### src/rtl/mimosa_host_if.sv
// Host-side interface to the mimosa pet core: heartbeat generation, timed stimulus pulses,
// filtered emotion read-back and permanent death detection.
module mimosa_host_if #(
    parameter int unsigned HB_DIV        = 4,
    parameter int unsigned STABLE_CYCLES = 3,
    parameter int unsigned PULSE_BEATS   = 2,
    parameter int unsigned DEAD_TIMEOUT  = 16
) (
    input  logic       clk,
    input  logic       rst_n,
    input  logic       hb_en,
    output logic       heartbeat,
    input  logic       stim_req,
    input  logic [6:0] stim_code,
    output logic       stim_ack,
    output logic       stim_busy,
    output logic [6:0] stim_out,
    input  logic [7:0] emotion_in,
    input  logic       model_clk_in,
    output logic [7:0] emotion_out,
    output logic       emotion_evt,
    output logic       dead_out
);

    localparam int unsigned HW = $clog2(HB_DIV);
    localparam int unsigned SW = $clog2(STABLE_CYCLES + 1);
    localparam int unsigned BW = $clog2(PULSE_BEATS) + 1;
    localparam int unsigned DW = $clog2(DEAD_TIMEOUT + 1);

    localparam logic [HW-1:0] HB_LAST   = HW'(HB_DIV - 1);
    localparam logic [SW-1:0] STAB_MAX  = SW'(STABLE_CYCLES);
    localparam logic [SW-1:0] STAB_NEED = SW'(STABLE_CYCLES - 1);
    localparam logic [BW-1:0] BEAT_LAST = BW'(PULSE_BEATS - 1);
    localparam logic [DW-1:0] DEAD_LAST = DW'(DEAD_TIMEOUT - 1);
    localparam logic [DW-1:0] DEAD_MAX  = DW'(DEAD_TIMEOUT);

    typedef enum logic [1:0] {StIdle, StHold, StGap} state_e;

    logic [HW-1:0] hb_cnt;
    logic          hb_rise;
    logic          mclk_s1, mclk_s2, mclk_d, mclk_rise;
    logic [7:0]    emo_s1, emo_s2, emo_prev;
    logic [SW-1:0] stab_cnt;
    logic [DW-1:0] dead_cnt;
    logic          dead_set;
    state_e        state;
    logic [BW-1:0] beat_cnt;
    logic          abort, accept;

    // High in the cycle before heartbeat goes 0 -> 1.
    assign hb_rise = hb_en && (hb_cnt == HB_LAST) && !heartbeat;

    always_ff @(posedge clk or negedge rst_n) begin
        if (!rst_n) begin
            hb_cnt    <= '0;
            heartbeat <= 1'b0;
        end else if (!hb_en) begin
            hb_cnt    <= '0;
            heartbeat <= 1'b0;
        end else if (hb_cnt == HB_LAST) begin
            hb_cnt    <= '0;
            heartbeat <= ~heartbeat;
        end else begin
            hb_cnt <= hb_cnt + 1'b1;
        end
    end

    always_ff @(posedge clk or negedge rst_n) begin
        if (!rst_n) begin
            mclk_s1  <= 1'b0;
            mclk_s2  <= 1'b0;
            mclk_d   <= 1'b0;
            emo_s1   <= '0;
            emo_s2   <= '0;
            emo_prev <= '0;
        end else begin
            mclk_s1  <= model_clk_in;
            mclk_s2  <= mclk_s1;
            mclk_d   <= mclk_s2;
            emo_s1   <= emotion_in;
            emo_s2   <= emo_s1;
            emo_prev <= emo_s2;
        end
    end

    assign mclk_rise = mclk_s2 && !mclk_d;

    always_ff @(posedge clk or negedge rst_n) begin
        if (!rst_n) begin
            stab_cnt    <= '0;
            emotion_out <= '0;
            emotion_evt <= 1'b0;
        end else begin
            emotion_evt <= 1'b0;
            if (emo_s2 != emo_prev) begin
                stab_cnt <= '0;
            end else begin
                if (stab_cnt != STAB_MAX) stab_cnt <= stab_cnt + 1'b1;
                if (stab_cnt >= STAB_NEED && emo_s2 != emotion_out) begin
                    emotion_out <= emo_s2;
                    emotion_evt <= 1'b1;
                end
            end
        end
    end

    // A model-clock edge in the same cycle as a heartbeat edge keeps the core alive.
    assign dead_set = hb_rise && !mclk_rise && (dead_cnt == DEAD_LAST) && !dead_out;

    always_ff @(posedge clk or negedge rst_n) begin
        if (!rst_n) begin
            dead_cnt <= '0;
            dead_out <= 1'b0;
        end else begin
            if (hb_en) begin
                if (mclk_rise) dead_cnt <= '0;
                else if (hb_rise && dead_cnt != DEAD_MAX) dead_cnt <= dead_cnt + 1'b1;
            end
            if (dead_set) dead_out <= 1'b1;
        end
    end

    assign abort     = !hb_en || dead_out || dead_set;
    assign accept    = stim_req && (stim_code != 7'd0) && !abort;
    assign stim_busy = (state != StIdle);

    always_ff @(posedge clk or negedge rst_n) begin
        if (!rst_n) begin
            state    <= StIdle;
            beat_cnt <= '0;
            stim_out <= '0;
            stim_ack <= 1'b0;
        end else begin
            stim_ack <= 1'b0;
            unique case (state)
                StIdle: begin
                    if (accept) begin
                        state    <= StHold;
                        stim_out <= stim_code;
                        stim_ack <= 1'b1;
                        beat_cnt <= '0;
                    end
                end
                StHold: begin
                    if (abort) begin
                        state    <= StIdle;
                        stim_out <= '0;
                    end else if (mclk_rise) begin
                        if (beat_cnt == BEAT_LAST) begin
                            state    <= StGap;
                            stim_out <= '0;
                        end else begin
                            beat_cnt <= beat_cnt + 1'b1;
                        end
                    end
                end
                StGap: begin
                    if (abort || mclk_rise) state <= StIdle;
                end
                default: begin
                    state    <= StIdle;
                    stim_out <= '0;
                end
            endcase
        end
    end

endmodule
### config.mk
export PLATFORM = sky130hd
export DESIGN_NAME = mimosa_host_if
export DESIGN_NICKNAME = d
export VERILOG_FILES = /design/src/rtl/mimosa_host_if.sv
export SDC_FILE = /design/constraint.sdc
export NUM_CORES = 1
export LEC_CHECK = 0
export CAP_MARGIN = 20
export CORE_MARGIN = 5
export CORE_UTILIZATION = 47
export DETAILED_ROUTE_END_ITERATION = 12
export PLACE_DENSITY_LB_ADDON = 0.25
export SYNTH_ARGS = -nofsm -noshare
export SYNTH_HDL_FRONTEND = slang
export SYNTH_SLANG_ARGS = --single-unit
export TNS_END_PERCENT = 20
### constraint.sdc
create_clock -name clk -period 1.8 [get_ports clk]
set_input_delay 0.36 -clock clk [delete_from_list [all_inputs] [get_ports clk]]
set_output_delay 0.36 -clock clk [all_outputs]
set_load 0.05 [all_outputs]
==> results of run 1 <==
[worst min-delay path by stage]
stage                    from  slack [ns]  depth (start not counted)     endpoint
floorplan               rst_n        0.06                          0  beat_cnt[0]
global placement    emo_s1[7]        0.33                          0    emo_s2[7]
detailed placement  emo_s1[7]        0.34                          0    emo_s2[7]
CTS                     rst_n        0.03                          2    emo_s2[0]
global route            rst_n        0.03                          2    emo_s2[0]
finish                  rst_n        0.02                          2  emo_prev[3]
[state kept, by name, indices dropped and copies added (netlist names)]
signal,cells
emotion_evt,1
mclk_s1,1
dead_out,1
stim_out,7
emo_s2,8
emotion_out,8
heartbeat,1
emo_prev,8
state,2
stab_cnt,2
dead_cnt,5
hb_cnt,2
mclk_d,1
beat_cnt,2
stim_ack,1
mclk_s2,1
emo_s1,8
[per-stage QoR]
step,hold WS [ns],cells
floorplan,0.0644,193
global placement,0.334,333
detailed placement,0.336,333
CTS,0.0301,349
global route,0.0266,352
finish,0.0207,352
[worst max-delay path: stages, from the launching register on]
cell,delay (ns)
dfrtp_1,0.41
xor2_1,0.22
nor4_2,0.06
buf_4,0.15
a2111oi_4,0.38
buf_4,0.21
mux2_4,0.30
[logic make-up after synthesis]
group	Yosys count	share of synthesized area [%]
AND/OR/NAND/NOR	57	14.1
multiplexers	8	3.71
XOR/XNOR	20	7.21
buffers and inverters	18	2.78
AO/OA/AOI/OAI	24	7.78
flip-flops	59	60.8
adder cells (fa/ha/maj)	7	3.61
[timing repair]
action,4_1_cts,5_1_grt
buffers inserted,0,2
endpoints found under the setup margin,18,19
pin swaps,1,12
gates resized for setup,11,33
cloned,0,1
[placed cells by master, fill, tap and decap left out, types with 5 or more instances in the layout]
cell / instances
ha_1: 5
buf_4: 55
clkdlybuf4s50_1: 18
dfrtp_2: 9
nand3_1: 7
o311ai_2: 5
inv_1: 13
nor2_1: 7
mux2_4: 8
clkbuf_8: 9
xor2_1: 8
dfrtp_1: 50
nand4b_1: 8
xnor2_1: 8
nand2_1: 7
a21oi_1: 5
[layout make-up]
type / count / area (um^2) / area share, %
inverter: 14 / 55.1 / 1.55
clock inverter: 5 / 77.6 / 2.19
sequential: 59 / 1490 / 42.0
multi-input combinational: 116 / 1060 / 30.0
tap: 70 / 87.6 / 2.47
timing repair buffer: 77 / 641 / 18.1
clock buffer: 11 / 131 / 3.71
[layer usage]
metal | part of all wire, % | vias up | global-route usage [%]
li1 | - | 849 | -
met1 | 43 | 864 | 20.2
met2 | 52 | 30 | 26.8
met3 | 3.4 | 8 | 5.92
met4 | 1.6 | 0 | 6.15
met5 | 0 | - | 0
[report_power, final]
group / total [mW] / internal, mW / switching (mW)
Combinational: 0.544 / 0.232 / 0.312
Sequential: 1.47 / 1.41 / 0.0656
Clock: 1.28 / 0.775 / 0.500
Total: 3.29 / 2.42 / 0.878
==> results.md, run 1 <==
- DR vias: 1751
- Final Worst Setup Slack: -0.0331 ns
- Area leader, netlist: dfrtp_1
- Final Critical Period: 1.83 ns
- Top-level port count: 40
- Via density: 4.97
- Post-synth ARST share: 100%
- Leakage: 1.61 nW
- Clk slew on worst S/H paths: 0.06 ns
- Avg Inst Size Synth: 12.6 um^2
- Die ar.: 6710 um^2
- CTS Buffer Depth: 2
- # clock sinks: 59
- Power density cells: 930 nW/um^2
- YS warnings: 0
- Layout cells sized above 1: 40.8%
- Seq/Total Area, Yosys: 60.8%
- Hold-fix buffers, CTS: 0
- Clk_lat worst skew: 0.33 ns
- Clk_skew: 0.00797 ns
- Endpoints failing setup: 8
- Mapped Cells: 193
- Hold Violations, Final: 0
- Post-Place Worst Slack: -0.269 ns
- Synthesis-stage register bit count: 59
- Initial Util: 47.9%
- Top FF cell, synth: dfrtp_1
- Vias in the first global route: 1826
- Most common cell in the netlist: dfrtp_1
- Post-DP HPWL: 3.38 mm
- Leading post-synthesis cells by cell area: dfrtp_1 (61%), mux2_2 (3.7%), ha_1 (3.6%)
- Die H: 81.9 um
- CTS Root Cell: clkbuf_8
- Worst reg-to-reg setup slack: -0.03 ns
- First-pass GRT wire length: 8.34 mm
- Slew margin rel.: 55.0%
- CTS tree: done
- RSZ-0062 raised after global routing: true
- FILL cells: 374
- Yosys top cell area share: 60.8%
- Yosys cell types: 35
- Area growth syn-to-layout: 45.8%
- DR iter-0 viols: 60
- End of the critical path: emotion_out[2]
- Slew @ Worst Pin: 0.675 ns
- Finished Core Util: 69.8%
- Pins Over Slew Limit: 0
- Total CTS buffers: 9
- Port Buffers: 39
- CORE AREA: 5070 um^2
- Worst-case reg-to-reg path depth: 6
- RR Endpoint: emotion_out[2]
- CP Class: reg2reg
- Initial antenna violation count: 0
- Final total power: 3.29 mW
- Net total in the final layout: 304
- Die W: 81.9 um
- Post-DR wirelength/cell: 14.6 um
- Fmax: 546 MHz
- Row Count: 26
- Top cells by count, synth: dfrtp_1 (59), inv_1 (14), xnor2_1 (10), xor2_1 (10)
- Net Count, Synth: 220
- Inserted Diodes: 0
- Gr usage total: 16.5%
- Crit path arrival time: 2.05 ns
- CP startpoint: emo_s2[6]
- Worst setup EP type: flip-flop
- Placed inst area: 3130 um^2
- Critical path fanouts, max: 4
- Final period utilization: 102%
- Min-delay worst type: in2async
- Pre-Repair DR Iteration Count: 4
- Max H-tree Level: 3
- EDFF count, synth: 0
- CP Launch Type: flip-flop
- Status: finished with violations
- Failing checks: setup timing
- Design Area, Final: 3540 um^2
- Reg-to-reg critical path startpoint: emo_s2[6]
- Largest net degree at the start of global routing: 60
- Mapped cell area: 2430 um^2
- Routability cong.: 0.840
- Max cap viols: 0
- Setup TNS: -0.192 ns
- Routed Antenna Nets: 0
- DRT Wirelength: 5.15 mm
- Maximum ir drop on the vdd rail: 640 uV
- CP required: 2.02 ns
- Post-route DRC: 0
- Total gr overflow: 0
Note: power is estimated with default switching activity, not from simulation.
==> run 2, diff against run 1 <==
--- a/config.mk
+++ b/config.mk
@@ -8,6 +8,7 @@
 export CAP_MARGIN = 20
 export CORE_MARGIN = 5
 export CORE_UTILIZATION = 47
+export CTS_CLUSTER_DIAMETER = 30
 export DETAILED_ROUTE_END_ITERATION = 12
 export PLACE_DENSITY_LB_ADDON = 0.25
 export SYNTH_ARGS = -nofsm -noshare
==> results of run 2 <==
No change in the layout: final DEF, timing and power equal those of run 1.
